==> src/rtl/seg7_pkg.sv <==
// Shared definitions for the 7-segment encoder/decoder pair: glyph table,
// decoder FSM states and lookup helpers. Segment bit0=a .. bit6=g, 1=lit.
package seg7_pkg;

  typedef enum logic {
    S_TRACK = 1'b0,
    S_HOLD  = 1'b1
  } state_e;

  typedef struct packed {
    logic       legal;
    logic [3:0] digit;
  } glyph_t;

  localparam logic [6:0] SEG_BLANK = 7'h00;

  // Index is the hex digit; entry 15 (F) is leftmost.
  localparam logic [15:0][6:0] GLYPH_TABLE = {
    7'h71, 7'h7B, 7'h5E, 7'h39, 7'h7C, 7'h77, 7'h6F, 7'h7F,
    7'h07, 7'h7D, 7'h6D, 7'h66, 7'h4F, 7'h5B, 7'h06, 7'h3F
  };

  function automatic glyph_t decodeGlyph(input logic [6:0] pat);
    glyph_t res;
    res = '0;
    for (int i = 0; i < 16; i++) begin
      if (GLYPH_TABLE[i] == pat) begin
        res.legal = 1'b1;
        res.digit = 4'(i);
      end
    end
    return res;
  endfunction

  function automatic logic [6:0] encodeGlyph(input logic [3:0] digit);
    return GLYPH_TABLE[digit];
  endfunction

endpackage

==> src/rtl/seg7_stable_filter.sv <==
// Measures how long the registered segment pattern has been unchanged and
// flags it as stable once it has been seen for STABLE_CYCLES cycles.
module seg7_stable_filter
  import seg7_pkg::*;
#(
  parameter int STABLE_CYCLES = 4
) (
  input  logic       clk,
  input  logic       rst_n,
  input  logic [6:0] seg_i,
  output logic [6:0] stable_pat_o,
  output logic       stable_o,
  output logic       stable_evt_o
);

  localparam logic [3:0] CNT_MAX  = 4'hF;
  localparam logic [3:0] STABLE_N = 4'(STABLE_CYCLES);

  logic [6:0] prev_q;
  logic [3:0] run_q;
  logic [3:0] run_d;
  logic       same;

  // run_d is the number of cycles the current pattern has been present,
  // including this one; it saturates so a long-held pattern never wraps.
  always_comb begin
    same  = (seg_i == prev_q);
    run_d = 4'd1;
    if (same) begin
      run_d = (run_q == CNT_MAX) ? CNT_MAX : run_q + 4'd1;
    end
  end

  always_ff @(posedge clk) begin
    if (!rst_n) begin
      prev_q <= SEG_BLANK;
      run_q  <= '0;
    end else begin
      prev_q <= seg_i;
      run_q  <= run_d;
    end
  end

  assign stable_pat_o = seg_i;
  assign stable_o     = (run_d >= STABLE_N);
  // Keyed off the previous count so the pulse cannot repeat while saturated.
  assign stable_evt_o = same && (run_q == STABLE_N - 4'd1);

endmodule

==> src/rtl/seg7_decoder.sv <==
// Debounces raw 7-segment lines, decodes stable glyphs to hex digits and
// hands each new result to a ready/valid consumer, counting illegal glyphs.
module seg7_decoder
  import seg7_pkg::*;
#(
  parameter int STABLE_CYCLES = 4
) (
  input  logic       clk,
  input  logic       rst_n,
  input  logic [6:0] seg_in,
  output logic       out_valid,
  input  logic       out_ready,
  output logic [3:0] out_digit,
  output logic       out_err,
  output logic [7:0] err_cnt
);

  logic [6:0] seg_q;
  logic [6:0] lastPat_q;
  logic       recheck_q;
  state_e     state_q;

  logic [6:0] stablePat;
  logic       stableLvl;
  logic       stableEvt;
  logic       loadReq;
  glyph_t     glyph;

  seg7_stable_filter #(
    .STABLE_CYCLES(STABLE_CYCLES)
  ) u_filter (
    .clk          (clk),
    .rst_n        (rst_n),
    .seg_i        (seg_q),
    .stable_pat_o (stablePat),
    .stable_o     (stableLvl),
    .stable_evt_o (stableEvt)
  );

  // A fresh stable event is accepted in S_TRACK; on the first cycle back from
  // S_HOLD a pattern that went stable while we were busy is picked up too.
  always_comb begin
    glyph   = decodeGlyph(stablePat);
    loadReq = (state_q == S_TRACK)
              && (stableEvt || (recheck_q && stableLvl))
              && (stablePat != lastPat_q);
  end

  always_ff @(posedge clk) begin
    if (!rst_n) begin
      seg_q     <= SEG_BLANK;
      lastPat_q <= SEG_BLANK;
      recheck_q <= 1'b0;
      state_q   <= S_TRACK;
      out_valid <= 1'b0;
      out_digit <= 4'd0;
      out_err   <= 1'b0;
      err_cnt   <= 8'd0;
    end else begin
      seg_q     <= seg_in;
      recheck_q <= 1'b0;
      case (state_q)
        S_TRACK: begin
          if (loadReq) begin
            lastPat_q <= stablePat;
            // Blank only re-arms lastPat so a repeated digit is emitted again.
            if (stablePat != SEG_BLANK) begin
              state_q   <= S_HOLD;
              out_valid <= 1'b1;
              out_digit <= glyph.digit;
              out_err   <= !glyph.legal;
              if (!glyph.legal && err_cnt != 8'hFF) begin
                err_cnt <= err_cnt + 8'd1;
              end
            end
          end
        end
        S_HOLD: begin
          if (out_ready) begin
            state_q   <= S_TRACK;
            out_valid <= 1'b0;
            recheck_q <= 1'b1;
          end
        end
        default: state_q <= S_TRACK;
      endcase
    end
  end

endmodule

==> config.mk <==
export PLATFORM = sky130hd
export DESIGN_NAME = seg7_decoder
export DESIGN_NICKNAME = d
export VERILOG_FILES = /design/src/rtl/seg7_pkg.sv /design/src/rtl/seg7_stable_filter.sv /design/src/rtl/seg7_decoder.sv
export SDC_FILE = /design/constraint.sdc
export NUM_CORES = 1
export LEC_CHECK = 0
export CAP_MARGIN = 10
export CELL_PAD_IN_SITES_DETAIL_PLACEMENT = 1
export CELL_PAD_IN_SITES_GLOBAL_PLACEMENT = 1
export CORE_AREA = 2 2 67 75
export CTS_CLUSTER_DIAMETER = 30
export DETAILED_ROUTE_END_ITERATION = 7
export DIE_AREA = 0 0 69 77
export GPL_TIMING_DRIVEN = 1
export PLACE_DENSITY_LB_ADDON = 0.1
export SETUP_SLACK_MARGIN = 0.2
export SLEW_MARGIN = 20
export SYNTH_ARGS = -nofsm -noshare
export SYNTH_HDL_FRONTEND = slang
export SYNTH_SLANG_ARGS = --single-unit
==> constraint.sdc <==
create_clock -name clk -period 3.4 [get_ports clk]
set_input_delay 0.68 -clock clk [delete_from_list [all_inputs] [get_ports clk]]
set_output_delay 0.68 -clock clk [all_outputs]
set_load 0.01 [all_outputs]
==> reports/results.txt, run 1 <==
The flow ran to the end, and the final reports show no timing, DRC or antenna violations. Setup violations remaining at the end of the flow were counted as 0. The die covers 5313 um^2. The tools report the number of placed instances, taps included as 296.

The clock-pin slew of the registers on the worst-case setup and hold paths works out to 0.08 ns. The global-route wire length before repair is 8010 um, and the cell area after layout is 2371 um^2. In this run the horizontal extent of the chip is 69 um. The fraction of power consumed by sequential logic is 52.0%. Traced cell by cell, the critical path runs through xor2_1, nor4_2, o2111a_1, nor3b_4, nand3_4, or3_1, a21oi_1. The clock reaches the later pin of the worst-skew pair after 0.29 ns. In this run, post-CTS repair resized a total of 0 instances. The switching power total is 0.2237 mW.

Flip-flop and latch count after synthesis: 41. The run gives 58.79% as the tightest slew margin relative to the limit. The hold-fix buffer count after cts was 0. At the end of the flow, the number of nets in the layout was 259. Summed over all layers, the global routing overflow is 0. Sequential cells were found to cover 41.21% of the synthesized design area.

For the final instance count without filler cells, the log shows 304. Total power consumption of the routed design: 0.9681 mW. Cell type with the highest aggregate area in the netlist: dfxtp_1. Pin count of the biggest net entering global routing: 21. Among all stages on the critical path, the largest delay is contributed by dfxtp_1. The delay of the slowest cell on the worst path is 0.72 ns. The power per cell area works out to 408.3 nW/um^2. At the worst endpoint, the required time is 3.62 ns. Detailed placement ended at an HPWL of 3393 um.

The main flop type after synthesis is dfxtp_1. The measured slew at the worst slew-check pin is 0.6174 ns. A synthesized cell averages 8.736 um^2. Data arrives at the worst endpoint at 2.96 ns.

The synthesized netlist cell count was 228; the setup slack at placement was 0.6523 ns. The count of input and output buffers came out at 23. Buffers added to address setup during post-CTS repair amount to 0. The share of the synthesized area in the top cell type works out to 41.21%.

The run gives 1992 um^2 as the post-synthesis instance area. For the number of synthesis warnings, the log shows 0. For the total met3 wirelength after detailed routing, the log shows 141 um. The analysis attributes to cell leakage a power of 0.8792 nW. Dividing the detail-routed wire length by the instance count gives 15.16 um.

For the via count of the first global-routing pass, the log shows 1,701. The setup path with the least slack is of type reg -> reg. Count of clock tree sinks: 41.

The count of boundary I/O pins is 24. The logs give 0.7444 mW for the internal power and 2 for the number of levels the H-tree was split into. The clock arrives with 0.005762 ns of skew. Among cell families on the critical path, the largest total delay comes from simple AND/OR/NAND/NOR gates.

The tree is rooted in a clkbuf_8. Counting I/O delays and the setup requirement, the final critical path takes 2.733 ns. The tools report the highest clock rate as 366.0 MHz.

The buffering stage count on the worst path with inverters included is 0, and the highest fanout seen on the critical path is 17. Type of origin of the critical path: a register. The weighted congestion reported at the end of routability-driven placement came out at 0.8049.

Synthesis instantiated 43 different standard cells from the library. Counting the fill cells in the layout gives 530. Once the floorplan was initialized, standard cells occupied 43.74% of the core.

Row generation in the floorplan step produced 26 rows. For the core footprint, the log shows 4554 um^2. The clock network burns 40.6% of the power. The logs give 0 for the number of antenna violations at the first check in global routing and 2112 um for the routed metal-1 wirelength. The switching power as a share of total power was 23.10%. Counting every net in the synthesized netlist gives 240.

The count of final hold-check violations is 0, and the post-route setup TNS is 0 ns. Setup repair after global routing left no endpoint under its margin. The routed layout has 1,641 vias.

Cells with a size suffix above 1 make up 7.661% of the layout. In this run the deepest clock path goes through 2 buffers. The class of the tightest hold or removal check was reg -> reg. The share of total power dissipated in combinational logic is 7.4%.

The number of remaining DRC errors is 0. The area growth from synthesis to layout was 19.03%. The run gives 0 as the max-capacitance violation count. The DRC violation total after the first TritonRoute iteration is 60, and the largest voltage drop on the vdd net is 0.0002024 V.

The number of synthesized flops with an enable pin was 0. For the total wirelength of the detailed-routed design, the log shows 4609 um. The tools report the CTS buffer count as 5. TritonCTS built the clock tree. The critical path endpoint category is a register. The first-pass detailed-route iteration total is 4. The highest layer touched by signal routing is met4.

The max-slew violation total from the final report was 0. The repair_antennas step left the layout with diodes totalling 0. The tools report the number of nets still failing antenna checks after routing as 0. The combined global-route utilization of all metal layers was 18.44%; the floorplan die height was 77 um.

In this run the cell area measured after placement is 2260 um^2. Setup slack on the critical path of the routed design comes to 0.6674 ns. The period utilization came out at 80.37%. After detailed routing, the number of vias per cell comes to 5.398. Wire segments on met2 add up to 2298 um in the final route. Sorting the synthesized cells by area gives the leading types as dfxtp_1 (41%), xor2_1 (6.6%), and2_1 (4.7%), mux2i_1 (4.5%), nor2_1 (3.8%). For this run, asynchronously set or reset flops after synthesis account for 0%.
power groups by stage:
stage / sequential (mW) / combinational [mW] / clock (mW)
after detailed placement: 0.515 / 0.0724 / 0
after CTS: 0.504 / 0.0732 / 0.402
after global routing: 0.505 / 0.0805 / 0.424
after floorplan: 0.504 / 0.0587 / 0
after global placement: 0.514 / 0.0713 / 0
final: 0.504 / 0.0717 / 0.393
registers in the layout, summed over array words and instances, names as in the netlist:
name,cells
state_q,1
seg_q,7
err_cnt,8
out_err,1
lastPat_q,7
out_valid,1
u_filter.prev_q,7
out_digit,4
u_filter.run_q,4
recheck_q,1
worst reg2reg max path, cell delays in order (launching register included):
cell and delay, ns:
dfxtp_1 0.72, xor2_1 0.17, nor4_2 0.35, o2111a_1 0.28, nor3b_4 0.39, nand3_4 0.20
or3_1 0.40, a21oi_1 0.16
routing by layer:
metal,track usage (%),vias up
met5,0,-
met4,5.294,0
met3,3.548,7
met2,33.08,29
met1,22.21,780
li1,-,825
path summary, 6_finish.rpt:
path / from / endpoint / slack, ns / cells after the start
max: seg_q[3]$_SDFF_PN0_ / err_cnt[7]$_SDFFE_PN0P_ / 0.67 / 7
min reg2reg: out_err$_SDFFE_PN0P_ / out_err$_SDFFE_PN0P_ / 0.48 / 2
min: out_err$_SDFFE_PN0P_ / out_err$_SDFFE_PN0P_ / 0.48 / 2
max reg2reg: seg_q[3]$_SDFF_PN0_ / err_cnt[7]$_SDFFE_PN0P_ / 0.67 / 7
stage by stage:
| step | util, % | hold WS, ns |
|---|---|---|
| 4_1_cts | 52.06 | 0.4760 |
| 2_1_floorplan | - | 0.4565 |
| 6_report | 52.06 | 0.4768 |
| 3_5_place_dp | 49.62 | 0.4631 |
| 3_3_place_gp | 49.62 | 0.4651 |
| 5_1_grt | 52.06 | 0.5210 |
synth_stat cells (2+ instances only):
cell	count
nand3b_1	2
o22ai_1	2
xnor2_1	4
nand2b_1	5
a21oi_1	11
o21ai_0	8
buf_2	2
nor3_1	6
nor4_1	5
a31oi_1	4
nand3_1	5
and2_1	15
dfxtp_1	41
clkbuf_1	13
nor2_1	20
xor2_1	15
nor3b_1	2
nand4_1	4
and3_1	6
mux2i_1	9
nand2_1	13
or3_1	3
inv_1	7
buf_6	2
a211oi_1	5
ha_1	2
layout by cell type, fill, tap and decap left out, types with 3 or more instances in the layout:
cell	Yosys	routed
nand2b_1	5	5
or3_1	3	3
and2_1	15	15
clkdlybuf4s50_1	0	23
clkbuf_8	0	5
nand4_1	4	4
nand3_1	5	5
nand2_1	13	13
o21ai_0	8	8
a211oi_1	5	5
nor4_1	5	5
nor3_1	6	6
inv_1	7	7
a21oi_1	11	11
xnor2_1	4	4
a31oi_1	4	4
buf_4	0	7
mux2i_1	9	9
xor2_1	15	15
and3_1	6	6
nor2_1	20	20
dfxtp_1	41	41
area by class of cell:
cell class | instances | area (um^2) | share of cell area, %
clock buffers | 6 | 72.57 | 3.061
flip-flops and latches | 41 | 820.8 | 34.62
clock inverters | 2 | 38.79 | 1.636
inverters | 7 | 26.28 | 1.108
multi-input cells | 162 | 1060 | 44.70
repair buffers | 30 | 282.8 | 11.93
well taps | 56 | 70.07 | 2.955
cells by family (layout without fill, tap and decap cells):
logic type                 Yosys count  after routing  share of synthesized area (%)
AOI/OAI and AO/OA                   39             39                          12.56
xor gates and xnor gates            19             19                          8.354
adders and majority gates            2              2                          1.256
buffers and inverters               25             45                          5.591
DFF                                 41             41                          41.21
muxes                                9              9                          4.523
and+or+nand+nor                     93             93                          26.51
Power figures use the tool's default switching activity.
==> run 2: changes to the inputs <==
CORE_AREA = 2 2 70 79   (was 2 2 67 75)
DIE_AREA = 0 0 72 81   (was 0 0 69 77)
clock period = 2.7 ns   (was 3.4 ns; I/O delays follow)
==> reports/results.txt, run 2 (same netlist as run 1, synthesis figures left out) <==
Pin count of the biggest net entering global routing: 20 (-4.8%). The effective utilization at floorplan was 38.68% (-5.1 points); the cell leakage power was 0.8988 nW (+2.2%). Setup repair after global routing left no endpoint under its margin. The DRC violation total after the first TritonRoute iteration is 74 (+23%), and the delay of the slowest cell on the worst path is 0.57 ns (-0.15 ns).

The tools report the total power consumption of the routed design as 1.198 mW (+24%). The ratio of cells with drive above 1 in the final layout came out at 9.562% (+1.9 points). The power per cell area works out to 499.2 nW/um^2 (+22%). Endpoint of the worst setup timing path: err_cnt[7]$_SDFFE_PN0P_. The critical path's slowest cell was dfxtp_1.

The number of flip-flops under the largest register name is 8 (unchanged). The number of levels the H-tree was split into is 2 (unchanged), and the global-route wire length before repair is 7665 um (-4.3%). The number of gates on the worst path with buffers counted is 7 (unchanged).

The max-slew violation total from the final report came out at 0 (unchanged). The min-delay analysis places its worst path in the category reg -> reg. The tools report the highest clock rate as 435.8 MHz (+19%). The total global routing overflow is 0 (unchanged). The highest fanout seen on the critical path is 11 (-6). The time the final worst path needs with I/O delays and setup came out at 2.294 ns (-0.4382 ns). The tools report the data arrival time of the critical path as 2.52 ns (-0.44 ns). The number of antenna violations at the first check in global routing is 0 (unchanged).

The post-route setup TNS was 0 ns (unchanged). For the CTS buffer count, the log shows 5 (unchanged). Core footprint: 5150 um^2 (+13%). The tightest slew margin relative to the limit is 62.12% (+3.3 points). Launching point of the worst reg2reg path: seg_q[0]$_SDFF_PN0_.

The run gives 0 (unchanged) as the number of antenna diodes. The flow ran to the end, and the final reports show no timing, DRC or antenna violations. For the clock latency at the later pin of the worst-skew pair, the log shows 0.29 ns (about the same). The via density per instance is 5.232 (-3.1%). Clock-pin slew of the registers on the worst-case setup and hold paths: 0.08 ns (about the same). Count of boundary I/O pins: 24 (unchanged). HPWL after detailed placement: 3217 um (-5.2%). Buffering stage count on the worst path with inverters included: 0 (unchanged). The post-route core utilization came out at 46.60% (-5.5 points).

The count of clock tree sinks is 41 (unchanged), and the area used by sequential logic in the layout is 822.0 um^2 (+0.15%). The tools report the die area as 5832 um^2 (+9.8%). The floorplan die height came out at 81 um (+5.2%). The leading cell type in the layout, fill and taps excluded was dfxtp_1. Data required time at the worst endpoint: 2.92 ns (-0.70 ns).

The largest voltage drop on the vdd net is 0.0002784 V (+38%). The end of the worst register-to-register path is err_cnt[7]$_SDFFE_PN0P_. The logs give 0 (unchanged) for the number of buffers added for setup after CTS and 4 (unchanged) for the first-pass detailed-route iteration total. The number of remaining DRC errors is 0 (unchanged), and the area occupied by multi-input gates is 1060 um^2 (unchanged).

For the number of placement rows, the log shows 28 (+7.7%). The worst setup path is launched from a register. The count of input and output buffers was 23 (unchanged).

CTS placed an instance of clkbuf_8 at the clock tree root. The max-capacitance violation count came out at 0 (unchanged). The critical path goes through xor2_1, nor3_1, o2111a_1, nor3b_4, nand3_4, or3_1, a21oi_1. The path type of the worst setup path was reg -> reg.

The area growth from synthesis to layout was 20.48%. The hold-fix buffer count after cts was 0 (unchanged); the period utilization was 84.98% (+4.6 points). The reg2reg setup slack was 0.41 ns (-0.26 ns); the measured slew at the worst slew-check pin was 0.5630 ns (-0.05433 ns). The tools report the count of final hold-check violations as 0 (unchanged). The floorplan die width was 72 um (+4.3%).

The logs give 0.005248 ns (-0.0005143 ns) for the clock skew after layout and 1,627 (-0.85%) for the via count of the routed design. The run gives 0 (unchanged) as the number of nets still failing antenna checks after routing. TritonCTS built the clock tree. The total of endpoints with negative setup slack in the final report was 0 (unchanged). The tools report the weighted congestion reported at the end of routability-driven placement as 0.8686 (+7.9%). The run gives 599 (+13%) as the total of fill cells in the finished design.

The worst setup path is captured at a register. Among cell families on the critical path, the largest total delay comes from simple AND/OR/NAND/NOR gates. The net count reported at finish was 263 (+1.5%); the combined global-route utilization of all metal layers was 16.87% (-1.6 points).

The library cells used most frequently in the layout, excluding fill and tap cells, are dfxtp_1 (40), clkdlybuf4s50_1 (23), nor2_1 (20), and2_1 (15), xor2_1 (15). The startpoint of the most critical setup path is seg_q[0]$_SDFF_PN0_. The total wirelength of the detailed-routed design is 4345 um (-5.7%), and the via count of the first global-routing pass is 1,608 (-5.5%).

Post-cts repair resize count: 0 (unchanged). Register name with the most flops: err_cnt. The tools report the buffer depth of the longest clock path as 2 (unchanged).

The detailed-route wire length per cell was 13.97 um (-7.8%); the depth of the most critical reg-to-reg path was 7 (unchanged).
run 2: changes by cell type in the layout (fill, tap and decap cells not counted), sizes merged:
cell,before,now
buf,7,11
clkbuf,6,5
run 2: through the flow:
stage	setup slack (ns)	instance area [um^2]	cells	hold slack [ns]
CTS	0.3040	2399	311	0.4966
global route	0.2113	2400	311	0.5205
floorplan	0.5584	1992	228	0.4565
detailed placement	0.3408	2295	304	0.4860
finish	0.4056	2400	311	0.4853
global placement	0.4010	2295	304	0.4693
run 2: worst min-delay path by stage:
stage / startpoint / to / slack, ns / cells past startpoint
5_1_grt: err_cnt[6]$_SDFFE_PN0P_ / err_cnt[6]$_SDFFE_PN0P_ / 0.52 / 1
3_3_place_gp: out_valid$_SDFFE_PN0P_ / out_valid$_SDFFE_PN0P_ / 0.47 / 2
4_1_cts: out_err$_SDFFE_PN0P_ / out_err$_SDFFE_PN0P_ / 0.50 / 2
6_report: out_err$_SDFFE_PN0P_ / out_err$_SDFFE_PN0P_ / 0.49 / 2
2_1_floorplan: u_filter.run_q[0]$_SDFF_PN0_ / u_filter.run_q[0]$_SDFF_PN0_ / 0.46 / 1
3_5_place_dp: out_err$_SDFFE_PN0P_ / out_err$_SDFFE_PN0P_ / 0.49 / 2
run 2: worst register-to-register path, stage by stage, from the launching register on:
cell,delay (ns)
dfxtp_1,0.57
xor2_1,0.13
nor3_1,0.22
o2111a_1,0.26
nor3b_4,0.34
nand3_4,0.19
or3_1,0.38
a21oi_1,0.14
run 2: cell type report:
class                      instances  area share (%)
tap                               60           3.128
clock buffer                       5           2.868
timing repair buffer              34           13.03
clock inverter                     2           1.460
inverter                           7           1.095
sequential                        41           34.25
multi-input combinational        162           44.16
run 2: power by group:
part | switching, mW | internal, mW | total (mW) | leakage, nW
Combinational | 0.0494 | 0.0484 | 0.0977 | 0.511
Clock | 0.200 | 0.269 | 0.469 | 0.0540
Sequential | 0.0154 | 0.616 | 0.631 | 0.334
run 2: routing by layer:
layer  global-route usage (%)  up-vias  wire length (um)
met4                    5.660        0                62
li1                         -      831                 -
met3                    3.474        5               127
met2                    28.98       27              2049
met1                    21.05      764              2106
met5                        0        -                 0
==> run 3: changes to the inputs <==
clock period = 2.2 ns   (was 2.7 ns; I/O delays follow)
==> reports/results.txt, run 3 (same netlist as run 1, synthesis figures left out) <==
The run finished with clean final reports. The number of levels the H-tree was split into was 2 (unchanged). The effective utilization at floorplan was 38.68% (unchanged); the via count of the first global-routing pass was 1,643 (+2.2%). For the first-pass detailed-route iteration total, the log shows 4 (unchanged).

The number of placement rows was 28 (unchanged). The logs give 326 (+4.8%) for the final instance count without filler cells and 0 (unchanged) for the number of nets still failing antenna checks after routing. The clock latency at the later pin of the worst-skew pair came out at 0.29 ns (about the same).

The HPWL after detailed placement is 3394 um (+5.5%), and the core footprint is 5150 um^2 (unchanged). TritonCTS built the clock tree. The run gives 0.0003997 V (+44%) as the largest voltage drop on the vdd net. Hold-fix buffer count after cts: 0 (unchanged).

The max-capacitance violation count is 0 (unchanged). The tools report the highest clock rate as 482.8 MHz (+11%). The floorplan die width came out at 72 um (unchanged). The switching power as a share of total power was 23.09% (+0.96 points). The power per cell area was 585.1 nW/um^2 (+17%). The DRC violation total after the first TritonRoute iteration came out at 55 (-26%). The time the final worst path needs with I/O delays and setup is 2.071 ns (-0.2232 ns). The weighted congestion reported at the end of routability-driven placement came out at 0.7528 (-13%).

The cell area after placement came out at 2340 um^2 (+2.0%). The tools report the met2 wirelength from detailed routing as 2501 um (+22%). The ratio of cells with drive above 1 in the final layout came out at 22.93% (+13 points). The number of flip-flops under the largest register name is 8 (unchanged). The detailed-route wire length per cell is 15.12 um (+8.2%).

Highest fanout seen on the critical path: 7 (-4). Net count reported at finish: 277 (+5.3%). The max-slew violation total from the final report is 0 (unchanged), and the internal power is 1.199 mW (+29%). The total power consumption of the routed design is 1.559 mW (+30%), and the area growth from synthesis to layout is 33.73%. The tools report the pin count of the biggest net entering global routing as 20 (unchanged). The routed metal-1 wirelength was 2254 um (+7.0%).

The logs give 0 (unchanged) for the number of antenna diodes and 0.1288 ns (-0.2768 ns) for the least setup slack across all paths after layout. The share of power burned in combinational logic was 10.3% (+2.1 points); the measured slew at the worst slew-check pin was 0.3876 ns (-0.1755 ns). Number of remaining DRC errors: 0 (unchanged).

Tightest slew margin relative to the limit: 73.95% (+12 points). The clock-pin slew of the registers on the worst-case setup and hold paths is 0.08 ns (about the same), and the via density per instance is 5.298 (+1.3%). The switching power total was 0.3599 mW (+36%); the number of placed instances, taps included was 310 (+2.0%). Cell leakage power: 0.9868 nW (+9.8%).

The run gives 0 (unchanged) as the total global routing overflow. The total of fill cells in the finished design was 604 (+0.83%); the count of final hold-check violations was 0 (unchanged). The die area is 5832 um^2 (unchanged).

The uppermost signal routing layer after detailed routing was met4. Setup slack at placement: 0.02887 ns (-0.3119 ns). For the data required time at the worst endpoint, the log shows 2.43 ns (-0.49 ns). The fraction of power consumed by sequential logic is 49.1% (-3.6 points). The global-route wire length before repair was 7935 um (+3.5%).

The root buffer cell was clkbuf_8. The tools report the data arrival time of the critical path as 2.30 ns (-0.22 ns). For the total met3 wirelength after detailed routing, the log shows 119 um (-6.3%).

The class of the tightest hold or removal check is reg -> reg. The relative contribution of the clock network to total power was 40.6% (+1.5 points); the period utilization was 94.15% (+9.2 points). Leading cell type in the layout, fill and taps excluded: dfxtp_1.

The via count of the routed design was 1,727 (+6.1%); the post-route setup TNS was 0 ns (unchanged). The worst hold-check slack came out at 0.4872 ns (+0.001962 ns). The post-route core utilization was 51.73% (+5.1 points); the count of clock tree sinks was 41 (unchanged). The count of input and output buffers is 23 (unchanged). For the clock skew after layout, the log shows 0.003697 ns (-0.001551 ns). The logs give 0 (unchanged) for the total of endpoints with negative setup slack in the final report and 0 (unchanged) for the number of antenna violations at the first check in global routing. The library cells used most frequently in the layout, excluding fill and tap cells, are dfxtp_1 (38), clkdlybuf4s50_1 (23), buf_4 (21), nor2_1 (20). The cell area after layout was 2664 um^2 (+11%). The register name with the most flops was err_cnt. The total wirelength of the detailed-routed design came out at 4929 um (+13%). The critical path endpoint category was a register. The type of origin of the critical path was a register.

The path type of the worst setup path is reg -> reg. The floorplan die height was 81 um (unchanged). The combined global-route utilization of all metal layers is 17.60% (+0.72 points). The buffer depth of the longest clock path came out at 2 (unchanged). Setup repair after global routing could not meet its margin everywhere.

The tools report the count of boundary I/O pins as 24 (unchanged). The CTS buffer count came out at 5 (unchanged).
-- run 3: cell types whose count changed in the layout (fill, tap and decap cells not counted), moves of 2 or more --
cell     before  now
o21ai_1       0    2
nor4_1        5    1
buf_4        11   21
a21oi_1      11    8
buf_6         0    4
nor4_2        1    4
dfxtp_1      40   38
dfxtp_2       1    3
nor3_1        6    4
o21ai_0       8    6
a21oi_2       0    3
nor3_2        0    2
-- run 3: cell type report --
cell class	instances	area, um^2	share of cell area, %
clock inverter	2	37.54	1.409
clock buffer	6	82.58	3.100
inverter	7	26.28	0.9864
timing repair buffer	48	432.9	16.25
tap	60	75.07	2.818
sequential	41	824.5	30.95
multi-input combinational	162	1185	44.48
-- run 3: what timing repair did --
action                     in CTS  in global routing
pin swaps                       7                  6
gates resized for setup        15                 18
setup endpoints to repair      14                 13
buffers inserted                6                  2
-- run 3: final timing paths --
kind,slack (ns),end,cells past startpoint,from
setup / recovery,0.13,err_cnt[7]$_SDFFE_PN0P_,7,seg_q[5]$_SDFF_PN0_
hold / removal,0.49,out_err$_SDFFE_PN0P_,2,out_err$_SDFFE_PN0P_
setup reg to reg,0.13,err_cnt[7]$_SDFFE_PN0P_,7,seg_q[5]$_SDFF_PN0_
hold reg to reg,0.49,out_err$_SDFFE_PN0P_,2,out_err$_SDFFE_PN0P_
-- run 3: power by group through the flow --
stage	combinational [mW]	sequential (mW)	clock (mW)
2_1_floorplan	0.0925	0.779	0
3_3_place_gp	0.139	0.781	0
3_5_place_dp	0.140	0.782	0
4_1_cts	0.150	0.765	0.657
5_1_grt	0.174	0.768	0.695
6_report	0.161	0.765	0.632
-- run 3: routing by layer --
layer | GRT usage [%] | up-vias
li1 | - | 859
met1 | 20.86 | 838
met2 | 31.85 | 26
met3 | 3.722 | 4
met4 | 5.094 | 0
met5 | 0 | -
-- run 3: critical path: stages, from the launching register on --
cell,delay [ns]
dfxtp_2,0.34
xor2_1,0.14
nor4_2,0.32
o2111a_1,0.27
nor3b_4,0.32
nand3_4,0.15
or3_4,0.35
a21oi_2,0.12
